===== config.mk =====
export PLATFORM = sky130hd
export DESIGN_NAME = instruction_memory_loader
export DESIGN_NICKNAME = d
export VERILOG_FILES = /design/src/rtl/instruction_memory_loader_pkg.sv /design/src/rtl/instruction_memory_loader_packer.sv /design/src/rtl/instruction_memory_loader.sv
export SDC_FILE = /design/constraint.sdc
export NUM_CORES = 1
export LEC_CHECK = 0
export ABC_CLOCK_PERIOD_IN_PS = 5400
export CAP_MARGIN = 20
export CORE_UTILIZATION = 45
export CTS_CLUSTER_DIAMETER = 80
export DETAILED_ROUTE_END_ITERATION = 10
export GPL_ROUTABILITY_DRIVEN = 0
export PLACE_DENSITY_LB_ADDON = 0.2
export SYNTH_ARGS = -nofsm -noshare
export SYNTH_HDL_FRONTEND = slang
export SYNTH_SLANG_ARGS = --single-unit

===== constraint.sdc =====
create_clock -name i_clk -period 5.4 [get_ports i_clk]
set_clock_uncertainty 0.15 [all_clocks]
set_input_delay 0.81 -clock i_clk [delete_from_list [all_inputs] [get_ports i_clk]]
set_output_delay 0.81 -clock i_clk [all_outputs]
set_load 0.01 [all_outputs]

===== src/rtl/instruction_memory_loader_pkg.sv =====
// Shared definitions for the instruction memory loader: state encoding,
// default program parameters and a small sizing helper.
package instruction_memory_loader_pkg;

    localparam int BITS_FOR_STATE_COUNTER_LOADER = 3;
    localparam int BYTE_WIDTH                    = 8;
    localparam int BYTES_PER_WORD                = 4;

    localparam int          DEFAULT_MEM_WORDS = 64;
    localparam logic [31:0] DEFAULT_HALT_WORD = 32'hFFFF_FFFF;

    typedef enum logic [BITS_FOR_STATE_COUNTER_LOADER-1:0] {
        ST_IDLE    = 3'd0,
        ST_RECEIVE = 3'd1,
        ST_WRITE   = 3'd2,
        ST_DONE    = 3'd3,
        ST_ERROR   = 3'd4
    } loader_state_e;

    // Counter width able to hold 0..n-1, never narrower than one bit.
    function automatic int count_bits(input int n);
        return (n > 1) ? $clog2(n) : 1;
    endfunction

endpackage


===== src/rtl/instruction_memory_loader_packer.sv =====
// Byte-to-word packer: shifts bytes in MSB-first and flags the transfer that
// completes a word.
module byte_word_packer
    import instruction_memory_loader_pkg::*;
#(
    parameter int WORD_SIZE = 32
) (
    input  logic                  clk,
    input  logic                  reset,
    input  logic                  clear,
    input  logic                  push,
    input  logic [BYTE_WIDTH-1:0] data_in,
    output logic [WORD_SIZE-1:0]  word,
    output logic                  word_full
);

    logic [1:0] count;

    // NOTE: registers use non-blocking assignments so every flop samples the
    // pre-edge value of its neighbours; blocking here would collapse the shift.
    always_ff @(posedge clk) begin
        if (reset || clear) begin
            count <= '0;
            word  <= '0;
        end else if (push) begin
            count <= count + 2'd1;
            word  <= {word[WORD_SIZE-BYTE_WIDTH-1:0], data_in};
        end
    end

    assign word_full = push && (count == 2'd3);

endmodule


===== src/rtl/instruction_memory_loader.sv =====
// Instruction memory write side: receives the program byte stream, packs it
// into words and writes them from address 0 until HALT or memory full.
module instruction_memory_loader
    import instruction_memory_loader_pkg::*;
#(
    parameter int                   PC_SIZE   = 32,
    parameter int                   WORD_SIZE = 32,
    parameter int                   MEM_WORDS = DEFAULT_MEM_WORDS,
    parameter logic [WORD_SIZE-1:0] HALT_WORD = DEFAULT_HALT_WORD
) (
    input  logic                  i_clk,
    input  logic                  i_reset,
    input  logic                  i_start,
    input  logic                  i_byte_valid,
    input  logic [BYTE_WIDTH-1:0] i_byte,
    output logic                  o_byte_ready,
    output logic                  o_mem_wr_en,
    output logic [PC_SIZE-1:0]    o_mem_wr_addr,
    output logic [WORD_SIZE-1:0]  o_mem_wr_data,
    output logic                  o_busy,
    output logic                  o_done,
    output logic                  o_overflow
);

    localparam int                 WC_BITS   = count_bits(MEM_WORDS);
    localparam logic [WC_BITS-1:0] LAST_WORD = WC_BITS'(MEM_WORDS - 1);

    loader_state_e        state;
    loader_state_e        next_state;
    logic [PC_SIZE-1:0]   addr;
    logic [WC_BITS-1:0]   word_count;
    logic [WORD_SIZE-1:0] packed_word;
    logic                 push;
    logic                 word_full;
    logic                 clear_counters;
    logic                 advance;

    assign push = i_byte_valid && o_byte_ready;

    byte_word_packer #(
        .WORD_SIZE (WORD_SIZE)
    ) u_packer (
        .clk       (i_clk),
        .reset     (i_reset),
        .clear     (clear_counters),
        .push      (push),
        .data_in   (i_byte),
        .word      (packed_word),
        .word_full (word_full)
    );

    always_ff @(posedge i_clk) begin
        if (i_reset) begin
            state <= ST_IDLE;
        end else begin
            state <= next_state;
        end
    end

    // NOTE: every signal driven here gets a default first, so no path through
    // the case statement can leave one unassigned and infer a latch.
    always_comb begin
        next_state     = state;
        clear_counters = 1'b0;
        advance        = 1'b0;
        unique case (state)
            ST_IDLE, ST_DONE, ST_ERROR: begin
                if (i_start) begin
                    next_state     = ST_RECEIVE;
                    clear_counters = 1'b1;
                end
            end
            ST_RECEIVE: begin
                if (word_full) begin
                    next_state = ST_WRITE;
                end
            end
            ST_WRITE: begin
                // HALT takes priority so a HALT in the last slot still completes.
                if (packed_word == HALT_WORD) begin
                    next_state = ST_DONE;
                end else if (word_count == LAST_WORD) begin
                    next_state = ST_ERROR;
                end else begin
                    next_state = ST_RECEIVE;
                    advance    = 1'b1;
                end
            end
            default: begin
                next_state = ST_IDLE;
            end
        endcase
    end

    always_ff @(posedge i_clk) begin
        if (i_reset || clear_counters) begin
            addr       <= '0;
            word_count <= '0;
        end else if (advance) begin
            addr       <= addr + PC_SIZE'(BYTES_PER_WORD);
            word_count <= word_count + WC_BITS'(1);
        end
    end

    // Outputs depend on state alone, keeping the ready/transfer path loop-free.
    assign o_byte_ready  = (state == ST_RECEIVE);
    assign o_mem_wr_en   = (state == ST_WRITE);
    assign o_busy        = (state == ST_RECEIVE) || (state == ST_WRITE);
    assign o_done        = (state == ST_DONE);
    assign o_overflow    = (state == ST_ERROR);
    assign o_mem_wr_addr = addr;
    assign o_mem_wr_data = packed_word;

endmodule

; After elaboration in Yosys (flattened, before gate mapping)
; Index checks and enable logic that the tools add are counted.
[totals]
ff_bits = 75
input_bits = 12
output_inout_bits = 69
word_cells = 34
[op_classes]
addsub = 3
n_eq_ne = 9
n_mux = 10
reduce_logical = 7
[ops]
columns = operator, count
row1 = $add 32x3->32 const B, 1
row2 = $eq 32x32->1 const B, 1
row3 = $mux 3, 4
row4 = $pmux 3 s3, 1
row5 = $add 6x1->6 const B, 1
row6 = $eq 3x2->1 const B, 2
row7 = $eq 6x6->1 const B, 1
row8 = $mux 1, 5
row9 = $eq 3x1->1 const B, 1
row10 = $eq 3x3->1 const B, 1
row11 = $logic_not 3->1, 1
row12 = $reduce_or 3->1, 1
row13 = $add 2x1->2 const B, 1
row14 = $eq 2x2->1 const B, 1
row15 = $logic_and 1x1->1, 2
row16 = $logic_or 1x1->1, 2
row17 = $ne 2x1->1 const B, 1
row18 = $ne 2x2->1 const B, 1
row19 = $reduce_and 2->1, 1

; Longest topological paths before layout
; Gate-level depths: netlist of the first run.
[depth]
word_depth = 5
mapped_depth = 8
mapped_depth_nobuf = 6

; Hierarchy
; Synthesis of the first run repeated with hierarchy kept, for this count alone.
[unflattened]
cells_unflattened = 357
hier_area_um2 = 3353.2
[by_module_without_submodules]
columns = mod, instances, cells_per_inst, area_each_um2, seq_area_each_um2
row1 = instruction_memory_loader, 1, 244, 2077.0, 780.7
row2 = byte_word_packer, 1, 113, 1276.2, 680.7

; Worst setup path before layout of the first run
; OpenSTA, ideal clock, no wires.
[synth_timing]
path_kind = reg2out
start = reg state[0]
end = out o_busy
arrival_time_ns = 1.240
required_ns = 4.440
path_slack_ns = 3.200
path_stages_with_launch = 3
path_buffers = 0
path_cell_list = dfxtp_1 nor3b_1 or2_2
[synth_via]
elab_chain_len = 2
elab_cells_between_ends = 3
classes_between = eq/ne (2) / reduce/logical (1)
[synth_lines]
columns = element, line
row1 = start: declaration, instruction_memory_loader.sv:28  ; loader_state_e state;
row2 = start signal: assignment, instruction_memory_loader.sv:56  ; state <= next_state;
row3 = $eq 3x1->1, -
row4 = via o_byte_ready, instruction_memory_loader.sv:16  ; output logic o_byte_ready,
row5 = $logic_or 1x1->1, instruction_memory_loader.sv:108  ; assign o_busy = (state == ST_RECEIVE) || (state == ST_WRITE);
row6 = end: declaration, instruction_memory_loader.sv:20  ; output logic o_busy,
; The timed path passes the listed nets, and every way through them passes these cells.

; Worst setup path after layout of the first run
[layout_timing]
start = reg state[0]
end = out o_busy
[layout_via]
elab_chain_len = 2
elab_cells_between_ends = 3
classes_between = eq/ne (2) / reduce/logical (1)
[layout_lines]
columns = element, line
row1 = $eq 3x1->1 or $eq 3x2->1 (tied branches), instruction_memory_loader.sv:108
row2 = $logic_or 1x1->1 (*), instruction_memory_loader.sv:108
; Mark *: on every way between the ends. The rest lies on a longest branch, timed or not.

==> results of run 1 <==
==> flip-flops by register name, summed over array words and instances (netlist names) <==
signal,cells
o_mem_wr_addr,30
state,3
u_packer.count,2
word_count,6
u_packer.word,32
==> placed cells by master (no fill, tap or decap), types with 4 or more instances in the layout <==
master           count
nand2_1             87
clkdlybuf4s50_1     78
dfxtp_1             73
a21oi_1             64
o31ai_1             22
or4_1               21
nand3_1             16
nand4_1             13
nor2_1              11
clkbuf_8            10
or3_1                9
o21ai_1              6
nor4_1               5
inv_1                5
and2_1               4
==> metal layers <==
metal	vias up	share of wire	track usage
li1	1602	-	-
met1	1484	0.48	0.295
met2	66	0.47	0.337
met3	12	0.037	0.0398
met4	0	0.017	0.0894
met5	-	0	0
==> Yosys cell counts, types with 3 or more instances <==
| cell | n |
|---|---|
| a21oi_1 | 64 |
| and2_1 | 4 |
| and3_1 | 3 |
| buf_2 | 8 |
| clkbuf_1 | 15 |
| dfxtp_1 | 73 |
| ha_1 | 3 |
| inv_1 | 5 |
| mux2i_1 | 3 |
| nand2_1 | 87 |
| nand3_1 | 16 |
| nand4_1 | 13 |
| nor2_1 | 11 |
| nor4_1 | 5 |
| o21a_1 | 3 |
| o21ai_0 | 3 |
| o21ai_1 | 6 |
| o31ai_1 | 22 |
| or3_1 | 9 |
| or4_1 | 21 |
==> power by group through the flow <==
stage                     Sequential [mW]  Clock, mW  Combinational [mW]
after floorplan                     0.560          0              0.0411
after global placement              0.560          0              0.0636
after detailed placement            0.560          0              0.0672
after CTS                           0.547      0.490              0.0673
after global routing                0.548      0.521              0.0763
final                               0.547      0.482              0.0700
==> stage by stage <==
step / std cells / worst slack [ps]
5_1_grt: 570 / 2120
3_5_place_dp: 553 / 2490
6_report: 570 / 2320
3_3_place_gp: 552 / 2500
2_1_floorplan: 404 / 3200
4_1_cts: 569 / 2250
==> kinds of logic after synthesis <==
group | Yosys count | synth area share
AO/OA/AOI/OAI | 104 | 0.183
XOR/XNOR | 3 | 0.00803
adder cells (fa/ha/maj) | 3 | 0.0115
buffers and inverters | 33 | 0.0478
flip-flops | 73 | 0.446
multiplexers | 4 | 0.0126
other | 1 | 0.00115
AND/OR/NAND/NOR | 182 | 0.289
==> final cells by class <==
class | instances | area, µm² | area share
repair buffers | 82 | 851 | 0.196
clock buffers | 10 | 138 | 0.0317
inverters | 5 | 18.8 | 0.00432
well taps | 96 | 120 | 0.0277
flip-flops and latches | 73 | 1460 | 0.337
clock inverters | 6 | 91.3 | 0.0210
multi-input cells | 298 | 1660 | 0.383
==> how the worst max path moves through the flow <==
stage                        endpoint  cells past startpoint
finish                         o_busy                      3
detailed placement  o_mem_wr_addr[21]                      6
CTS                            o_busy                      3
global placement    o_mem_wr_addr[21]                      6
global route                   o_busy                      3
floorplan                      o_busy                      2
==> critical path: cells and delay by family, from the launching register on <==
kind	cells	cell delay, ps
simple gates	2	790
flops	1	460
buf+inv	1	530
==> metrics.md, run 1 <==
| Metric | Value |
|---|---|
| Status | finished clean |
| Primary FF master, synth | dfxtp_1 |
| Cell area after synthesis | 3270 µm² |
| FP Rows | 30 |
| Clock slew seen by the registers of the worst setup and hold paths | 80 ps |
| Setup crit start kind | flop |
| CTS Hold Buffers Added | 0 |
| FF+latch count, synth | 73 |
| First-pass GRT wire length | 13000 µm |
| CP startpoint | state[0] |
| Sw power | 255 µW |
| HP Start | u_packer.count[1] |
| Maxcap violations | 0 |
| P per Cell Area | 253 nW/µm² |
| Width of the die | 87.3 µm |
| WHS Path Cells | 2 |
| HP Class | flop to flop |
| Routed vias/inst | 5.55 |
| Sw Share | 0.232 |
| H-tree Lvls | 3 |
| Effective utilization at floorplan | 0.474 |
| Final-stage net count | 484 |
| Fmax | 324 MHz |
| Root Driver | clkbuf_8 |
| Clock Latency Late Sink | 350 ps |
| Utilization after layout | 0.628 |
| Routed vias | 3164 |
| DR WL/cell | 13.7 µm |
| Clock sinks | 73 |
| Iteration-0 DRC Markers | 194 |
| Slowest Stage Delay on Critical Path | 570 ps |
| Layout cell share with drive strength beyond 1 | 0.0591 |
| Internal power | 844 µW |
| Reg2reg setup slack | 3040 ps |
| Crit path max fanout | 7 |
| Synth warnings | 0 |
| Asr flop ratio synth | 0 |
| Area Overhead vs Synth | 32.6% |
| Core area | 6910 µm² |
| Drt drc | 0 |
| CP Data Arrival Time | 2120 ps |
| Final TNS setup | 0 ps |
| Routed Antenna Nets | 0 |
| Post-synth EDFFs | 0 |
| Port Buf Inserts | 78 |
| Die area | 7620 µm² |
| Worst reg2reg startpoint | state[2] |
| Worst Path Required | 4440 ps |
| Post-Route WL | 7800 µm |
| Worst slew pin tran | 746 ps |
| Tmin final | 3080 ps |
| Max Transition Viols Final | 0 |
| DPL Wire Length | 5310 µm |
| TritonCTS clock tree | built |
| Setup repair after global routing missed its margin | false |
| Worst reg-to-reg path cell count | 6 |
| Worst relative slew slack | 0.501 |
| Hold slack final | 317 ps |
| Die span in y | 87.3 µm |
| Largest area contributor in the netlist | dfxtp_1 |
| First-pass iteration count of the detailed router | 4 |
| Maximum vdd drop | 0.172 mV |
| Largest cells by area after synthesis | dfxtp_1 (45%), nand2_1 (10%), a21oi_1 (9.8%) |
| Total GRT Usage | 0.217 |
| Post-Place Cell Area | 4080 µm² |
| Crit-path cells | nor3b_1, or2_2, clkdlybuf4s50_1 |
| Vias in the first global route | 2739 |
| Initial antenna violation count | 0 |
| Post-CTS Repair Setup Buffers | 0 |
| Sequential Power Share | 0.498 |
| Finished layout cell area | 4340 µm² |
| Mapped Avg Cell Area | 8.13 µm² |
| WHS Endpoint | u_packer.count[1] |
| Logic gate share of total power | 0.064 |
| Largest net degree at the start of global routing | 68 |
| Leakage | 1.32 nW |
| Register area share after synthesis | 0.446 |
| Fin. Hold Viols | 0 |
| Worst path slowest cell | nor3b_1 |
| Fin crit share | 0.571 |
| Worst Setup End Kind | output pin |
| Top cell type's share of synthesized area | 0.446 |
| Kind of critical path | flop to output pin |
| Endpoints failing setup | 0 |
| Fillers | 655 |
| Num CTS Buffers | 9 |
| Total grt overflow | 0 |
| Antenna cell count | 0 |
| R2R Path End | o_mem_wr_addr[21] |
| Bufs on Longest Clock Path | 2 |
| Clk pwr share | 0.438 |
| Post-cts sizing count | 0 |
| Total power | 1.10 mW |
| # IOs | 81 |
| Syn Inst Count | 403 |
| Synth cell types | 42 |
No activity file was read; power rests on OpenSTA's default activity.
==> inputs of run 2 (changes only) <==
--- a/config.mk
+++ b/config.mk
@@ -5,7 +5,7 @@
 export SDC_FILE = /design/constraint.sdc
 export NUM_CORES = 1
 export LEC_CHECK = 0
-export ABC_CLOCK_PERIOD_IN_PS = 5400
+export ABC_CLOCK_PERIOD_IN_PS = 2900
 export CAP_MARGIN = 20
 export CORE_UTILIZATION = 45
 export CTS_CLUSTER_DIAMETER = 80
==> constraint.sdc (replaced) <==
create_clock -name i_clk -period 2.9 [get_ports i_clk]
set_clock_uncertainty 0.15 [all_clocks]
set_input_delay 0.435 -clock i_clk [delete_from_list [all_inputs] [get_ports i_clk]]
set_output_delay 0.435 -clock i_clk [all_outputs]
set_load 0.01 [all_outputs]
==> run 2 against run 1 <==
  * Register-to-register slack worse by 2400 ps
  * Final area down 0.20%
  * Non-clock buffer count up 3
  * Sequential share of layout area up 0.068 points
  * Power up 86%
  * Clock-buffer cell count down 1
  * Wire length up 1.7%
  * Combinational power up 83%
  * Cell count up 0.53%
  * First-iteration DRC count down 15%
==> metrics.md, run 2 (same netlist as run 1, synthesis figures left out) <==
| Metric | Value |
|---|---|
| Status | finished clean |
| P per Cell Area | 472 nW/µm² |
| Num CTS Buffers | 9 |
| First-pass iteration count of the detailed router | 5 |
| Antenna cell count | 0 |
| Fillers | 628 |
| Clock sinks | 73 |
| Max Transition Viols Final | 0 |
| Worst reg2reg startpoint | o_mem_wr_addr[16] |
| Crit path max fanout | 7 |
| Drt drc | 0 |
| Total power | 2.05 mW |
| Fin. Hold Viols | 0 |
| Post-Route WL | 7930 µm |
| Kind of critical path | flop to output pin |
| Post-CTS Repair Setup Buffers | 0 |
| Max reg flops | 32 |
| Iteration-0 DRC Markers | 165 |
| Width of the die | 87.3 µm |
| Tmin final | 2410 ps |
| Hold slack final | 310 ps |
| Worst slew pin tran | 715 ps |
| Clock slew seen by the registers of the worst setup and hold paths | 80 ps |
| Routed vias | 3171 |
| DR WL/cell | 13.8 µm |
| Maximum vdd drop | 0.359 mV |
| CP Data Arrival Time | 1830 ps |
| Endpoints failing setup | 0 |
| Worst relative slew slack | 0.522 |
| Port Buf Inserts | 78 |
| HP Class | flop to flop |
| Vias in the first global route | 2892 |
| Effective utilization at floorplan | 0.474 |
| Routed Antenna Nets | 0 |
| Layout cell share with drive strength beyond 1 | 0.0650 |
| Final TNS setup | 0 ps |
| TritonCTS clock tree | built |
| R2R Path End | o_mem_wr_addr[27] |
| Sequential cell area | 1460 µm² |
| Total grt overflow | 0 |
| Worst reg-to-reg path cell count | 5 |
| First-pass GRT wire length | 13400 µm |
| HP Start | u_packer.count[1] |
| Clock Latency Late Sink | 350 ps |
| H-tree Lvls | 3 |
| Routed vias/inst | 5.53 |
| Initial antenna violation count | 0 |
| DPL Wire Length | 5330 µm |
| Setup crit start kind | flop |
| Setup repair after global routing missed its margin | false |
| WHS Endpoint | u_packer.count[1] |
| FP Rows | 30 |
| WHS Path Cells | 2 |
| Worst Setup End Kind | output pin |
| CP startpoint | state[0] |
| Area Overhead vs Synth | 32.3% |
| Post-placement cell count | 557 |
| Largest net degree at the start of global routing | 68 |
| Most common cell after layout, fill and taps aside | nand2_1 |
| Worst Path Required | 2320 ps |
| # IOs | 81 |
| Fmax | 414 MHz |
| Die area | 7620 µm² |
| Leakage | 1.33 nW |
| Final-stage net count | 487 |
| Top reg by flops | u_packer.word |
| Bufs on Longest Clock Path | 2 |
| Core area | 6910 µm² |
| Root Driver | clkbuf_8 |
| Reg2reg setup slack | 660 ps |
| Multi-input gate area | 1660 µm² |
| Die span in y | 87.3 µm |
| CTS Hold Buffers Added | 0 |
| Maxcap violations | 0 |
| Post-cts sizing count | 0 |
| Cell Count, Final, Fillers Out | 573 |
| Fin crit share | 0.833 |
| Total GRT Usage | 0.219 |
| Most frequent cells in the layout | nand2_1 (87), clkdlybuf4s50_1 (78), dfxtp_1 (73) |
==> run 2: per-stage QoR <==
step                instance area [µm²]  setup slack, ps  utilization
floorplan                          3280              910            -
global placement                   4110              534        0.595
detailed placement                 4110              486        0.595
CTS                                4330              462        0.627
global route                       4330              314        0.627
finish                             4330              486        0.627
==> run 2: final cells by class <==
cell class / instances / area share
sequential: 73 / 0.337
inverter: 5 / 0.00433
tap: 96 / 0.0277
clock buffer: 9 / 0.0286
clock inverter: 7 / 0.0234
timing repair buffer: 85 / 0.195
multi-input combinational: 298 / 0.383
==> run 2: worst max path at each step <==
stage / end
3_3_place_gp: u_packer.word[22]
3_5_place_dp: u_packer.word[14]
6_report: o_busy
2_1_floorplan: o_mem_wr_addr[23]
5_1_grt: o_busy
4_1_cts: o_busy
==> run 2: routing by layer <==
metal	share of wire	routed length, µm	track usage
met5	0	0	0
met4	0.013	105	0.0879
met3	0.037	292	0.0360
met2	0.47	3760	0.342
met1	0.48	3770	0.302
==> run 2: power by group <==
part | total [mW] | leakage, nW | switching (mW) | internal [mW]
Combinational | 0.128 | 0.636 | 0.0756 | 0.0523
Sequential | 1.02 | 0.589 | 0.0104 | 1.01
Clock | 0.898 | 0.106 | 0.407 | 0.492
==> run 2: critical path: stages (launching register included) <==
cell and delay, ps:
dfxtp_1 480, nor3b_1 220, buf_4 160, or2_2 100
clkdlybuf4s50_1 520
==> inputs of run 3 (changes only) <==
--- a/config.mk
+++ b/config.mk
@@ -5,7 +5,7 @@
 export SDC_FILE = /design/constraint.sdc
 export NUM_CORES = 1
 export LEC_CHECK = 0
-export ABC_CLOCK_PERIOD_IN_PS = 2900
+export ABC_CLOCK_PERIOD_IN_PS = 2500
 export CAP_MARGIN = 20
 export CORE_UTILIZATION = 45
 export CTS_CLUSTER_DIAMETER = 80
==> constraint.sdc (replaced) <==
create_clock -name i_clk -period 2.5 [get_ports i_clk]
set_clock_uncertainty 0.15 [all_clocks]
set_input_delay 0.375 -clock i_clk [delete_from_list [all_inputs] [get_ports i_clk]]
set_output_delay 0.375 -clock i_clk [all_outputs]
set_load 0.01 [all_outputs]
==> run 3 against run 2 <==
  * Critical path type unchanged
  * First-iteration DRC count is 1.2% lower
  * Wire length shrank 0.72%
  * Highest routed layer unchanged
  * Combinational power up 20%
  * Worst hold slack better by 5.6 ps
  * Worst setup slack worse by 350 ps
  * Critical path depth is the same
  * Critical endpoint unchanged
  * Clock power rose by 27%
  * Power increased by 21%
  * Clock-buffer cell count up 3
  * Die area is the same
  * Non-clock buffer count grew 2
  * Largest cell class unchanged
  * Utilization up 0.83 points
==> metrics.md, run 3 (same netlist as run 1, synthesis figures left out) <==
| Metric | Value |
|---|---|
| First-pass iteration count of the detailed router | 4 |
| Total grt overflow | 0 |
| Port Buf Inserts | 78 |
| First-pass GRT wire length | 12900 µm |
| DR WL/cell | 13.7 µm |
| Clk pwr share | 0.461 |
| TritonCTS clock tree | built |
| Clock slew seen by the registers of the worst setup and hold paths | 80 ps |
| Leakage | 1.37 nW |
| Worst Setup End Kind | output pin |
| Delay-heaviest family, CP | buffers and inverters |
| Sequential cell area | 1460 µm² |
| Clock Latency Late Sink | 330 ps |
| Die area | 7620 µm² |
| Antenna cell count | 0 |
| Iteration-0 DRC Markers | 163 |
| Maxcap violations | 0 |
| Most common cell after layout, fill and taps aside | nand2_1 |
| Logic gate share of total power | 0.062 |
| Max reg flops | 32 |
| FP Rows | 30 |
| Width of the die | 87.3 µm |
| Worst path slowest cell | clkdlybuf4s50_1 |
| CTS Hold Buffers Added | 0 |
| Crit path max fanout | 8 |
| Vias in the first global route | 2749 |
| Worst slew pin tran | 661 ps |
| Clock sinks | 73 |
| Largest net degree at the start of global routing | 68 |
| Fmax | 424 MHz |
| Max Transition Viols Final | 0 |
| Fin crit share | 0.944 |
| Status | finished clean |
| Sw Share | 0.211 |
| CP Data Arrival Time | 1840 ps |
| Die span in y | 87.3 µm |
| Initial antenna violation count | 0 |
| H-tree Lvls | 3 |
| Kind of critical path | flop to output pin |
| HP Class | flop to flop |
| Crit-path cells | nor3b_4, buf_4, or2_2, clkdlybuf4s50_1 |
| Multi-input gate area | 1660 µm² |
| DPL Wire Length | 5290 µm |
| Routed vias/inst | 5.49 |
| Slowest Stage Delay on Critical Path | 540 ps |
| Routed vias | 3158 |
| Hold slack final | 315 ps |
| Root Driver | clkbuf_8 |
| Endpoints failing setup | 0 |
| Setup repair after global routing missed its margin | false |
| Fillers | 621 |
| Bufs on Longest Clock Path | 2 |
| Routed Antenna Nets | 0 |
| Sequential Power Share | 0.477 |
| # IOs | 81 |
| Final TNS setup | 0 ps |
| Tmin final | 2360 ps |
| Core area | 6910 µm² |
| Worst Path Required | 1980 ps |
| Final-stage net count | 489 |
| Fin. Hold Viols | 0 |
| Internal power | 1.95 mW |
| Setup crit start kind | flop |
| WP buf/inv | 2 |
| Post-CTS Repair Setup Buffers | 0 |
| Top reg by flops | u_packer.word |
| Worst relative slew slack | 0.558 |
| Maximum vdd drop | 0.356 mV |
| Sw power | 522 µW |
| P per Cell Area | 564 nW/µm² |
| Drt drc | 0 |
| Most frequent cells in the layout | nand2_1 (87), clkdlybuf4s50_1 (78), dfxtp_1 (72) |
| Area Overhead vs Synth | 34.0% |
| Post-Route WL | 7880 µm |
| Num CTS Buffers | 9 |
| Total GRT Usage | 0.214 |
| Effective utilization at floorplan | 0.474 |
| Layout cell share with drive strength beyond 1 | 0.0689 |
run 3: cell count changes in the layout (fill, tap and decap cells not counted), sizes merged:
cell / before / now
bufinv: 2 / 3
clkbuf: 9 / 12
buf: 7 / 9
inv: 7 / 5
clkinvlp: 2 / 0
run 3: per-stage QoR:
step	util	cell area (µm²)	instances	total power [mW]	setup WS, ps
after floorplan	-	3280	404	1.30	510
after global placement	0.599	4130	559	1.36	417
after detailed placement	0.599	4130	559	1.36	338
after CTS	0.635	4390	575	2.51	45.2
after global routing	0.636	4390	575	2.58	49.4
final	0.636	4390	575	2.48	139
run 3: worst reg2reg max path: cells and delay by family, from the launching register on:
family / cells / cell delay [ps]
flops: 1 / 420
simple gates: 4 / 1420
compound gates: 1 / 150
run 3: layer usage:
metal	wire length, µm	GRT usage	share of wire
met1	3750	0.285	0.48
met2	3740	0.337	0.47
met3	258	0.0389	0.033
met4	131	0.0924	0.017
met5	0	0	0
run 3: what timing repair did:
action,in CTS,in global routing
endpoints found under the setup margin,0,1
hold endpoints to repair,0,0
resized for setup,0,1
run 3: power groups by stage:
stage                     registers (mW)  clock network, mW  logic, mW
after floorplan                     1.21                  0     0.0888
after global placement              1.21                  0      0.151
after detailed placement            1.21                  0      0.153
after CTS                           1.18               1.17      0.153
after global routing                1.18               1.23      0.167
final                               1.18               1.14      0.153
run 3: final timing paths:
check | startpoint | to | slack (ps) | cells past startpoint
setup reg to reg | o_mem_wr_addr[16] | o_mem_wr_addr[25] | 290 | 5
setup / recovery | state[1] | o_busy | 140 | 4
hold reg to reg | u_packer.count[1] | u_packer.count[1] | 320 | 2
hold / removal | u_packer.count[1] | u_packer.count[1] | 320 | 2
run 3: layout make-up:
type	count	share of cell area
Multi-Input combinational cell	298	0.378
Sequential cell	73	0.333
Timing Repair Buffer	87	0.199
Clock buffer	12	0.0353
Tap cell	96	0.0274
Clock inverter	4	0.0225
Inverter	5	0.00428
